### config.mk
export PLATFORM = sky130hd
export DESIGN_NAME = veda_mem_arbiter
export DESIGN_NICKNAME = d
export VERILOG_FILES = /design/src/rtl/veda_mem_arbiter.sv
export SDC_FILE = /design/constraint.sdc
export NUM_CORES = 1
export LEC_CHECK = 0
export BUFFER_PORTS_ARGS = -buffer_cell sky130_fd_sc_hd__clkbuf_2
export CORE_MARGIN = 3
export CORE_UTILIZATION = 45
export DETAILED_ROUTE_END_ITERATION = 6
export PLACE_DENSITY_LB_ADDON = 0.12
export SLEW_MARGIN = 20
export SYNTH_ARGS = -nofsm -noshare
export SYNTH_HDL_FRONTEND = slang
export SYNTH_SLANG_ARGS = --single-unit
### constraint.sdc
create_clock -name clk -period 1.96 [get_ports clk]
set_input_delay 0.196 -clock clk [delete_from_list [all_inputs] [get_ports clk]]
set_output_delay 0.196 -clock clk [all_outputs]
set_load 0.1 [all_outputs]
### src/rtl/veda_mem_arbiter.sv
// veda_mem_arbiter: shares one single-port memory between instruction fetch
// and the load/store unit, one access per cycle, with read-data routing.
//
// Ports:
//   clk, rst        rising-edge clock, synchronous active-high reset
//   if_req/if_addr  fetch request (held until if_gnt), word address
//   if_gnt          fetch access issued on mem_* this cycle
//   if_rvalid/rdata fetch read response, MEM_LAT cycles after if_gnt
//   dm_req/we/addr  data request (held until dm_gnt), store flag, address
//   dm_wdata        store data
//   dm_lock         keep data-port ownership after the current grant
//   dm_gnt          data access issued on mem_* this cycle
//   dm_rvalid/rdata load response, MEM_LAT cycles after dm_gnt
//   mem_en/we       memory strobe and write enable
//   mem_addr/wdata  memory address and write data
//   mem_rdata       memory read data, MEM_LAT cycles after a read strobe

module veda_mem_arbiter #(
    parameter int ADDR_W  = 10,
    parameter int DATA_W  = 32,
    parameter int MEM_LAT = 1
) (
    input  logic              clk,
    input  logic              rst,

    input  logic              if_req,
    input  logic [ADDR_W-1:0] if_addr,
    output logic              if_gnt,
    output logic              if_rvalid,
    output logic [DATA_W-1:0] if_rdata,

    input  logic              dm_req,
    input  logic              dm_we,
    input  logic [ADDR_W-1:0] dm_addr,
    input  logic [DATA_W-1:0] dm_wdata,
    input  logic              dm_lock,
    output logic              dm_gnt,
    output logic              dm_rvalid,
    output logic [DATA_W-1:0] dm_rdata,

    output logic              mem_en,
    output logic              mem_we,
    output logic [ADDR_W-1:0] mem_addr,
    output logic [DATA_W-1:0] mem_wdata,
    input  logic [DATA_W-1:0] mem_rdata
);

    localparam int LAST = MEM_LAT - 1;

    typedef enum logic {
        ST_OPEN,
        ST_LOCKED
    } state_e;

    typedef enum logic [1:0] {
        TAG_NONE,
        TAG_IF,
        TAG_DM
    } tag_e;

    state_e            state_q;
    // 1 when the data port won the last arbitration
    logic              rr_dm_q;
    tag_e              tag_q [MEM_LAT];
    logic [DATA_W-1:0] if_rdata_q;
    logic [DATA_W-1:0] dm_rdata_q;

    logic              if_win;
    logic              dm_win;
    tag_e              issue_tag;

    // ------------------------------------------------------------
    // Arbitration (combinational, suppressed during reset)
    // ------------------------------------------------------------
    always_comb begin
        if_win = 1'b0;
        dm_win = 1'b0;
        if (!rst) begin
            if (state_q == ST_LOCKED) begin
                dm_win = dm_req;
            end else if (if_req && dm_req) begin
                // round robin: the port that did not win last time
                if_win = rr_dm_q;
                dm_win = !rr_dm_q;
            end else begin
                if_win = if_req;
                dm_win = dm_req;
            end
        end
    end

    assign if_gnt = if_win;
    assign dm_gnt = dm_win;

    // ------------------------------------------------------------
    // Memory request mux
    // ------------------------------------------------------------
    always_comb begin
        mem_en    = if_win | dm_win;
        mem_we    = dm_win & dm_we;
        mem_addr  = '0;
        mem_wdata = '0;
        if (dm_win) begin
            mem_addr  = dm_addr;
            mem_wdata = dm_wdata;
        end else if (if_win) begin
            mem_addr  = if_addr;
        end
    end

    always_comb begin
        issue_tag = TAG_NONE;
        if (if_win)
            issue_tag = TAG_IF;
        else if (dm_win && !dm_we)
            issue_tag = TAG_DM;
    end

    // ------------------------------------------------------------
    // Lock FSM, round-robin pointer, tag pipeline, read data hold
    // ------------------------------------------------------------
    always_ff @(posedge clk) begin
        if (rst) begin
            state_q    <= ST_OPEN;
            rr_dm_q    <= 1'b1;
            if_rdata_q <= '0;
            dm_rdata_q <= '0;
            for (int i = 0; i < MEM_LAT; i++)
                tag_q[i] <= TAG_NONE;
        end else begin
            unique case (state_q)
                ST_OPEN: begin
                    if (if_win)
                        rr_dm_q <= 1'b0;
                    if (dm_win) begin
                        rr_dm_q <= 1'b1;
                        // lock only takes hold once data actually owns the port
                        if (dm_lock)
                            state_q <= ST_LOCKED;
                    end
                end
                ST_LOCKED: begin
                    // a final grant issued with dm_lock low still unlocks
                    if (!dm_lock) begin
                        state_q <= ST_OPEN;
                        rr_dm_q <= 1'b1;
                    end
                end
            endcase

            tag_q[0] <= issue_tag;
            for (int i = 1; i < MEM_LAT; i++)
                tag_q[i] <= tag_q[i-1];

            // capture the returning word so rdata holds after rvalid
            if (tag_q[LAST] == TAG_IF)
                if_rdata_q <= mem_rdata;
            if (tag_q[LAST] == TAG_DM)
                dm_rdata_q <= mem_rdata;
        end
    end

    // ------------------------------------------------------------
    // Read return: the tag in the last stage matches the word now on
    // mem_rdata, so it is forwarded straight through in that cycle to
    // keep grant-to-rvalid at exactly MEM_LAT.
    // ------------------------------------------------------------
    assign if_rvalid = !rst && (tag_q[LAST] == TAG_IF);
    assign dm_rvalid = !rst && (tag_q[LAST] == TAG_DM);

    assign if_rdata = rst       ? '0        :
                      if_rvalid ? mem_rdata : if_rdata_q;
    assign dm_rdata = rst       ? '0        :
                      dm_rvalid ? mem_rdata : dm_rdata_q;

endmodule

==> flow_summary.json, run 1 <==
{
  "status": "did not finish",
  "haltStage": "3_5_place_dp",
  "firstError": "[ERROR DPL-0038] Utilization greater than 100%, impossible to legalize",
  "die_height_um": 88.8,
  "syn_area_um2": 3090,
  "initial_utilization_pct": 47.5,
  "die_x_um": 88.8,
  "yosysWarnings": 0,
  "syn-num-nets": 515,
  "ys_seq_area_share_pct": 44.1,
  "netlist_top_cells_area": "dfxtp_1 (44%), a21oi_1 (21%), nand2_1 (16%)",
  "synth_top_area_share_pct": 44.1,
  "gp_congestion": 0.849,
  "io_buffers": 201,
  "post-synth-top-area-cell": "dfxtp_1",
  "syn_inst": 425,
  "syn_avg_cell_area_um2": 7.27,
  "ys_ff_latch": 68,
  "num_io_pins": 202,
  "synth_cell_types": 19,
  "rows": 29
}
synth_stat cells, drive strengths merged:
cell type / instances
a21oi: 131
clkbuf: 17
nand2b: 3
o21ai: 2
a311oi: 1
nor2b: 3
nor2: 2
buf: 19
inv: 2
nand2: 130
and2b: 1
dfxtp: 68
nor3: 2
a22o: 10
nor3b: 1
and2: 33
kinds of logic after synthesis:
logic type / count (synthesis) / share of synthesized area [%]
DFF: 68 / 44.1
and+or+nand+nor: 175 / 24.8
AOI/OAI and AO/OA: 144 / 25.2
buffers and inverters: 38 / 5.92
stage by stage:
| step | setup WS [ns] | hold slack [ns] |
|---|---|---|
| floorplan | -0.508 | 0.355 |
| global placement | 0.297 | 0.452 |
==> inputs of run 2 (changes only) <==
--- a/config.mk
+++ b/config.mk
@@ -7,9 +7,9 @@
 export LEC_CHECK = 0
 export BUFFER_PORTS_ARGS = -buffer_cell sky130_fd_sc_hd__clkbuf_2
 export CORE_MARGIN = 3
-export CORE_UTILIZATION = 45
+export CORE_UTILIZATION = 40
 export DETAILED_ROUTE_END_ITERATION = 6
-export PLACE_DENSITY_LB_ADDON = 0.12
+export PLACE_DENSITY_LB_ADDON = 0.15
 export SLEW_MARGIN = 20
 export SYNTH_ARGS = -nofsm -noshare
 export SYNTH_HDL_FRONTEND = slang
==> run 2 against run 1 <==
The flow now finishes, with violations (design-rule violations, negative setup slack). Synthesized cell count unchanged. Synthesized area unchanged.
==> flow_summary.json, run 2 <==
{
  "nNetsFinal": 713,
  "initial_utilization_pct": 41.9,
  "cp-end-kind": "primary output",
  "grt_usage_pct": 40.4,
  "worstSetupPathType": "flip-flop to primary output",
  "grt_pass1_wl_um": 26600,
  "ys_seq_area_share_pct": 44.1,
  "cp.arrival_ns": 1.88,
  "clockBufferDepth": 2,
  "reg.largest.list": "dm_rdata_q (32), if_rdata_q (32), tag_q (2)",
  "post-synth-top-count-cell": "a21oi_1",
  "cts-htree-levels": 3,
  "syn_to_final_growth_pct": 129,
  "layout_worst_path_cycle_share_pct": 106,
  "routed_via_density": 6.39,
  "syn_inst": 425,
  "yosysWarnings": 0,
  "io_buffers": 201,
  "rows": 31,
  "gp_congestion": 0.806,
  "tns_ns": -4.09,
  "synth_edf_count": 0,
  "fmax_mhz": 482,
  "cts_made_buffers": 9,
  "fin_area_um2": 7080,
  "powerDensity_nw_per_um2": 647,
  "fillers": 141,
  "holdCritPathClass": "primary input to flip-flop",
  "drt.antenna.violating_nets": 0,
  "status": "finished, violations left",
  "maxCapViolations": 0,
  "ys_async_sr_fraction_pct": 0,
  "placed_cell_area_um2": 6630,
  "final_cell_mix": "nand2_1 (126), buf_12 (114), clkbuf_2 (88)",
  "vias": 4643,
  "netlist_top_cells_area": "dfxtp_1 (44%), a21oi_1 (21%), nand2_1 (16%)",
  "layout_setup_ws_ns": -0.114,
  "hold_buffers": 0,
  "cts_root_buf": "clkbuf_8",
  "cts_sinks": 68,
  "clock_skew_ns": 0.0104,
  "post-synth-top-area-cell": "dfxtp_1",
  "hold_ws_ns": 0.170,
  "cts.clk_slew.worst_paths_ns": 0.08,
  "layout_commonest_cell": "nand2_1",
  "max_slew_margin_pct": 45.3,
  "syn_area_um2": 3090,
  "synth_top_area_share_pct": 44.1,
  "grt_pass1_vias": 4595,
  "period_minus_slack_ns": 2.07,
  "diodes": 0,
  "peakVddDrop_uv": 550,
  "finalSetupViolations": 81,
  "synth_top_cells_by_count": "a21oi_1 (131), nand2_1 (130), dfxtp_1 (68)",
  "crit_required_ns": 1.76,
  "tightest_slew_ns": 0.820,
  "syn-num-nets": 515,
  "ys_ff_latch": 68,
  "hold_violations": 0,
  "slew_viol_final": 0,
  "synth_cell_types": 19,
  "synth_ff_type": "dfxtp_1",
  "die_height_um": 93.9,
  "drt_iter0_markers": 581,
  "grt_start_max_net_pins": 106,
  "syn_avg_cell_area_um2": 7.27,
  "route.detailed.wl_per_inst_um": 29.5,
  "cts_tree": "done",
  "grt_setup_unrepaired": "true",
  "drive_gt1_share_pct": 57.3,
  "die_area_um2": 8810,
  "core_area_um2": 7370,
  "p_leak_uw": 0.00270,
  "num_io_pins": 202,
  "dp_hpwl_um": 10900,
  "wirelength_um": 21400,
  "die_x_um": 93.9,
  "critical_path.max_fanout": 8,
  "clock_latency_ns": 0.35,
  "violations": "design-rule violations, negative setup slack",
  "grt-ovfl-total": 0,
  "start_kind": "flip-flop",
  "antenna_found_initial": 0,
  "firstDrtPassIters": 7,
  "drc_errors": 1
}
run 2: cell counts after synthesis:
No cell type changed its count.
run 2: worst max-delay path: stages (launching register included):
cell	delay, ns
dfxtp_4	0.39
inv_4	0.04
a311oi_4	0.40
buf_6	0.18
clkbuf_16	0.16
and2_4	0.18
buf_12	0.18
run 2: area by class of cell:
| class | instances | area, um2 | share of cell area [%] |
|---|---|---|---|
| repair buffers | 223 | 2970 | 41.9 |
| multi-input cells | 319 | 2400 | 33.9 |
| flip-flops and latches | 68 | 1370 | 19.3 |
| clock buffers | 11 | 151 | 2.14 |
| well taps | 99 | 124 | 1.75 |
| clock inverters | 5 | 58.8 | 0.831 |
| inverters | 2 | 10.0 | 0.141 |
run 2: power breakdown:
| group | leakage (uW) | internal, uW | switching [uW] |
|---|---|---|---|
| clock network | 0.000102 | 660 | 600 |
| registers | 0.000554 | 1430 | 34.4 |
| logic | 0.00204 | 621 | 1230 |
run 2: metal layers:
| layer | global-route usage [%] | share of wire [%] | up-vias |
|---|---|---|---|
| met3 | 12.4 | 11 | 188 |
| met5 | 0 | 0 | - |
| met1 | 40.7 | 31 | 2164 |
| met2 | 72.7 | 48 | 476 |
| met4 | 23.8 | 11 | 0 |
| li1 | - | - | 1815 |
run 2: final timing paths:
kind | start | slack [ns] | cells past startpoint | end
setup / recovery | state_q | -0.11 | 6 | mem_wdata[25]
hold / removal | dm_we | 0.17 | 2 | tag_q[0][1]
setup reg to reg | tag_q[0][0] | 0.46 | 4 | dm_rdata_q[1]
hold reg to reg | dm_rdata_q[10] | 0.53 | 2 | dm_rdata_q[10]
run 2: metrics by stage:
step           util [%]  total power (uW)  cells  worst slack (ns)
4_1_cts            93.5              4410    721           0.00404
2_1_floorplan         -              2550    425            -0.508
5_1_grt            96.0              4630    727            -0.155
3_5_place_dp       90.0              3180    702             0.342
6_report           96.0              4580    727            -0.114
3_3_place_gp       90.0              3140    702             0.389
run 2: kinds of logic (layout without fill, tap and decap cells):
group                  Yosys count  count (layout)  share of synthesized area, %
AO/OA/AOI/OAI                  144             144                          25.2
buffers and inverters           38             241                          5.92
flip-flops                      68              68                          44.1
AND/OR/NAND/NOR                175             175                          24.8
run 2: repair_timing:
item,in CTS,in global routing
endpoints found under the setup margin,22,78
cloned,1,3
gates resized for setup,4,38
setup buffers,2,3
pin swaps,1,17
No activity file was read; power rests on OpenSTA's default activity.
